[src/rtl/aes_key_sequencer_pkg.sv]
// Shared AES key-schedule definitions: sequencer state encoding, round constants, round count.
package aes_key_sequencer_pkg;

  localparam int AES_NR = 10;

  typedef enum logic [1:0] {
    ST_IDLE = 2'd0,
    ST_PRE  = 2'd1,
    ST_EMIT = 2'd2,
    ST_STEP = 2'd3
  } state_e;

  localparam logic [7:0] RCON [10] = '{
    8'h01, 8'h02, 8'h04, 8'h08, 8'h10, 8'h20, 8'h40, 8'h80, 8'h1b, 8'h36
  };

  // Indices outside the table occur only when no step is being applied.
  function automatic logic [7:0] rcon_at(input logic [3:0] i);
    logic [7:0] r;
    r = 8'h00;
    if (i < 4'd10) r = RCON[i];
    return r;
  endfunction

endpackage

[src/rtl/aes_key_sequencer_round.sv]
// One AES-128 key-schedule step, forward or inverse; the S-box lookup is done externally
// through sub_in/sub_out.
module aes_key_round (
  input  logic [127:0] key_i,
  input  logic         inv_i,
  input  logic [7:0]   rcon_i,
  output logic [31:0]  sub_in,
  input  logic [31:0]  sub_out,
  output logic [127:0] key_o
);
  logic [31:0] w0, w1, w2, w3;
  logic [31:0] iw1, iw2, iw3;
  logic [31:0] g;
  logic [31:0] n0, n1, n2, n3;

  assign w0 = key_i[127:96];
  assign w1 = key_i[95:64];
  assign w2 = key_i[63:32];
  assign w3 = key_i[31:0];

  // Inverse step recovers words 1..3 of the previous key first; its word 3 feeds G.
  assign iw1 = w1 ^ w0;
  assign iw2 = w2 ^ w1;
  assign iw3 = w3 ^ w2;

  assign sub_in = inv_i ? iw3 : w3;
  // SubWord and RotWord commute, so the rotate is applied after the lookup.
  assign g = {sub_out[23:0], sub_out[31:24]} ^ {rcon_i, 24'h000000};

  assign n0 = w0 ^ g;
  assign n1 = w1 ^ n0;
  assign n2 = w2 ^ n1;
  assign n3 = w3 ^ n2;

  assign key_o = inv_i ? {w0 ^ g, iw1, iw2, iw3} : {n0, n1, n2, n3};

endmodule

[src/rtl/aes_key_sequencer.sv]
// AES-128 round-key sequencer emitting keys 0..10 or 10..0 over a ready/valid port.
// Optional feature macro: AES_KEY_CACHE_EN (caches the last round-10 key to skip PRE).
module aes_key_sequencer
  import aes_key_sequencer_pkg::*;
#(
  parameter int NR = AES_NR
) (
  input  logic         clk,
  input  logic         rst_n,
  input  logic         start,
  input  logic         dec,
  input  logic [127:0] key_in,
  output logic         busy,
  output logic         rk_valid,
  input  logic         rk_ready,
  output logic [127:0] rk_out,
  output logic [3:0]   rk_idx,
  output logic         rk_last,
  output logic         sbox_req,
  input  logic         sbox_gnt,
  output logic [31:0]  sub_in,
  input  logic [31:0]  sub_out
);
  localparam logic [3:0] LAST_IDX = 4'(NR);

  state_e       state_q, state_d;
  logic [127:0] key_q, key_d;
  logic [3:0]   idx_q, idx_d;
  logic         dec_q, dec_d;
  logic         inv;
  logic [3:0]   rcon_idx;
  logic [127:0] round_key;

`ifdef AES_KEY_CACHE_EN
  logic         cache_vld_q, cache_vld_d;
  logic [127:0] cache_src_q, cache_src_d;
  logic [127:0] cache_key_q, cache_key_d;
`endif

  // Inverse stepping happens only in STEP of a dec job; PRE always runs forward.
  assign inv      = (state_q == ST_STEP) && dec_q;
  assign rcon_idx = inv ? (idx_q - 4'd1) : idx_q;

  aes_key_round u_round (
    .key_i   (key_q),
    .inv_i   (inv),
    .rcon_i  (rcon_at(rcon_idx)),
    .sub_in  (sub_in),
    .sub_out (sub_out),
    .key_o   (round_key)
  );

  assign busy     = (state_q != ST_IDLE);
  assign rk_valid = (state_q == ST_EMIT);
  assign sbox_req = (state_q == ST_PRE) || (state_q == ST_STEP);
  assign rk_out   = key_q;
  assign rk_idx   = idx_q;
  assign rk_last  = rk_valid && (dec_q ? (idx_q == 4'd0) : (idx_q == LAST_IDX));

  always_comb begin
    state_d = state_q;
    key_d   = key_q;
    idx_d   = idx_q;
    dec_d   = dec_q;
`ifdef AES_KEY_CACHE_EN
    cache_vld_d = cache_vld_q;
    cache_src_d = cache_src_q;
    cache_key_d = cache_key_q;
`endif
    case (state_q)
      ST_IDLE: begin
        if (start) begin
          key_d   = key_in;
          idx_d   = 4'd0;
          dec_d   = dec;
          state_d = dec ? ST_PRE : ST_EMIT;
`ifdef AES_KEY_CACHE_EN
          if (dec && cache_vld_q && (key_in == cache_src_q)) begin
            key_d   = cache_key_q;
            idx_d   = LAST_IDX;
            state_d = ST_EMIT;
          end else if (dec) begin
            // Entry is invalid until this PRE run completes; a reset mid-run leaves it invalid.
            cache_vld_d = 1'b0;
            cache_src_d = key_in;
          end
`endif
        end
      end
      ST_PRE: begin
        if (sbox_gnt) begin
          key_d = round_key;
          idx_d = idx_q + 4'd1;
          if (idx_q == LAST_IDX - 4'd1) begin
            state_d = ST_EMIT;
`ifdef AES_KEY_CACHE_EN
            cache_vld_d = 1'b1;
            cache_key_d = round_key;
`endif
          end
        end
      end
      ST_EMIT: begin
        if (rk_ready) state_d = rk_last ? ST_IDLE : ST_STEP;
      end
      ST_STEP: begin
        if (sbox_gnt) begin
          key_d   = round_key;
          idx_d   = dec_q ? (idx_q - 4'd1) : (idx_q + 4'd1);
          state_d = ST_EMIT;
        end
      end
      default: state_d = ST_IDLE;
    endcase
  end

  always_ff @(posedge clk or negedge rst_n) begin
    if (!rst_n) begin
      state_q <= ST_IDLE;
      key_q   <= '0;
      idx_q   <= '0;
      dec_q   <= 1'b0;
    end else begin
      state_q <= state_d;
      key_q   <= key_d;
      idx_q   <= idx_d;
      dec_q   <= dec_d;
    end
  end

`ifdef AES_KEY_CACHE_EN
  always_ff @(posedge clk or negedge rst_n) begin
    if (!rst_n) begin
      cache_vld_q <= 1'b0;
      cache_src_q <= '0;
      cache_key_q <= '0;
    end else begin
      cache_vld_q <= cache_vld_d;
      cache_src_q <= cache_src_d;
      cache_key_q <= cache_key_d;
    end
  end
`endif

endmodule

[config.mk]
export PLATFORM = sky130hd
export DESIGN_NAME = aes_key_sequencer
export DESIGN_NICKNAME = d
export VERILOG_FILES = /design/src/rtl/aes_key_sequencer_pkg.sv /design/src/rtl/aes_key_sequencer_round.sv /design/src/rtl/aes_key_sequencer.sv
export SDC_FILE = /design/constraint.sdc
export NUM_CORES = 1
export LEC_CHECK = 0
export ABC_CLOCK_PERIOD_IN_PS = 4230
export BUFFER_PORTS_ARGS = -buffer_cell sky130_fd_sc_hd__buf_2
export CORE_ASPECT_RATIO = 0.75
export CORE_MARGIN = 2
export CORE_UTILIZATION = 52
export DETAILED_ROUTE_END_ITERATION = 7
export GPL_ROUTABILITY_DRIVEN = 0
export PLACE_DENSITY = 0.9
export SLEW_MARGIN = 20
export SYNTH_ARGS = -nofsm -noshare
export SYNTH_HDL_FRONTEND = slang
export SYNTH_HIERARCHICAL = 1
export SYNTH_SLANG_ARGS = --single-unit
[constraint.sdc]
create_clock -name clk -period 4.23 [get_ports clk]
set_input_delay 0.846 -clock clk [delete_from_list [all_inputs] [get_ports clk]]
set_output_delay 0.846 -clock clk [all_outputs]
set_load 0.03 [all_outputs]
==> metrics.txt <==
layout cell share with drive strength beyond 1=0.297; area fraction of the dominant cell type after synthesis=0.326; WL/cell=16.0 µm; Post-synth EDFFs=0; register area share after synthesis=0.326; vias in the first global route=8568; Routed WL=26800 µm; synthesized instance count=1117; worst slew pin tran=0.948 ns; hpwl dp=19500 µm; Iter 0 DRT Violations=659; CTS tree=built; top post-synthesis cells by area=dfrtp_1 (33%), xnor2_1 (21%), mux2i_1 (13%), nand2_1 (6.4%), o21ai_0 (5.5%); vias post-DR=8725; # rows=44; Clock Tree Root=clkbuf_16; CP endpoint kind=output pin; synthesized cell area=10400 µm²; Hold Worst Slack=0.525 ns; GRT Util Overall=0.250; Ys Warns=6; Synth area leader=dfrtp_1; RSZ-0062 raised after global routing=no; Tightest Hold Check Type=in -> async; insertion delay to the later sink of the worst-skew pair=0.42 ns; Post-CTS Resized=0; Startpoint Class=register; post-synthesis register bit count=135; syn_nets=1287; largest net degree at the start of global routing=158; Vias per Instance=5.20; status=finished, final reports clean; post-route minimum period=3.53 ns; die height=126 µm; Sink Count=135; Max Clock Freq=0.283 GHz; fin nets=1582; TritonCTS Buffers=17; design area=12700 µm²; Final period util=0.835; area grow syn2layout=22.1%; Post-route DRC=0; Critical Path RT=3.38 ns; Arr. time, crit path=2.68 ns; Slew HR=0.368; CP max FO=44; Initial Util=0.533; first-pass GRT wire length=43000 µm; drt pass-1 iters=5; Setup violations, final=0; Reg clk slew, reported paths=0.06 ns; io pins=334; Die ar.=21100 µm²; Detail Route Antenna Nets=0; I/O Buffers=333; TNS Setup=0 ns; Clock Path Buffers=2; Die W=167 µm; core area=19400 µm²; Distinct cells, synth=47; Main synth FF type=dfrtp_1; top-count cell post-synth=xnor2_1; cts hold-fix bufs=0; syn_area_per_cell=9.28 µm²; initial antenna violation count=2; H-tree Lvls=4; Cell Area, Placed=12100 µm²; Worst Skew=0.0130 ns; Setup CP Type=reg -> out; postcts setup bufs=0; max-cap violations=0; Final Hold Fails=0; ys async rst share=1.00; total grt overflow=0; most frequent cells after synthesis=xnor2_1 (250), nand2_1 (177), dfrtp_1 (135); Slew Viols, Final=0
==> cell type report <==
type	count	area, µm²
tap	253	317
antenna	1	2.50
sequential	135	3380
clock buffer	18	439
clock inverter	12	155
timing repair buffer	345	1790
inverter	5	21.3
multi-input combinational	908	6560
fill	1532	6770
==> cell usage in the layout, fill, tap and decap left out, drive strengths merged, types with 5 or more instances in the layout <==
cell type  netlist  final
mux2i          131    131
nor2b           51     51
dfrtp          135    135
o21ai          137    137
a21oi            6      6
nand2          177    177
nor2            50     50
nand2b          13     13
xor2            33     33
buf             49    345
clkbuf          20     18
xnor2          266    266
inv              5      5
clkinv           0      7
==> critical path: stages, from the launching register on <==
cell,delay [ns]
dfrtp_1,0.63
nand3_2,0.32
inv_4,0.46
buf_4,0.37
nand2_1,0.10
xnor2_1,0.14
buf_2,0.21
==> flip-flops by register name, summed over array words and instances, names as in the netlist <==
register / count
state_q: 2
dec_q: 1
rk_idx: 4
rk_out: 128
==> metrics by stage <==
| step | cells | setup WS, ns | util |
|---|---|---|---|
| 3_5_place_dp | 1646 | 0.961 | 0.621 |
| 3_3_place_gp | 1646 | 1.10 | 0.621 |
| 4_1_cts | 1676 | 0.709 | 0.651 |
| 2_1_floorplan | 1117 | 1.04 | - |
| 6_report | 1677 | 0.699 | 0.651 |
| 5_1_grt | 1677 | 0.506 | 0.651 |
==> worst paths after layout <==
path,start,slack [ns],end,cells past startpoint
max,state_q[1],0.70,sub_in[6],6
max in group asynchronous,rst_n,2.73,rk_out[94],2
min in group clk,rk_out[16],0.58,rk_out[16],2
max reg2reg,rk_idx[0],0.91,rk_out[58],12
min reg2reg,rk_out[16],0.58,rk_out[16],2
min,rst_n,0.53,rk_out[87],1
==> logic make-up (layout without fill, tap and decap cells) <==
| group | count (synthesis) | count (layout) | synth area share |
|---|---|---|---|
| and+or+nand+nor | 310 | 310 | 0.133 |
| xor gates and xnor gates | 299 | 299 | 0.282 |
| DFF | 135 | 135 | 0.326 |
| muxes | 132 | 132 | 0.128 |
| other | 0 | 1 | 0 |
| adders and majority gates | 4 | 4 | 0.00483 |
| buffers and inverters | 74 | 380 | 0.0416 |
| AOI/OAI and AO/OA | 163 | 163 | 0.0851 |
==> metal layers <==
metal,global-route usage,wire length (µm),up-vias
met1,0.320,11500,4143
met3,0.0632,1870,28
li1,-,-,4229
met4,0.0634,435,0
met2,0.427,13000,325
met5,0,0,-
Power is left out: the tool's default activity adds up to more than one toggle a clock period on the data nets, which glitch-free logic cannot reach.
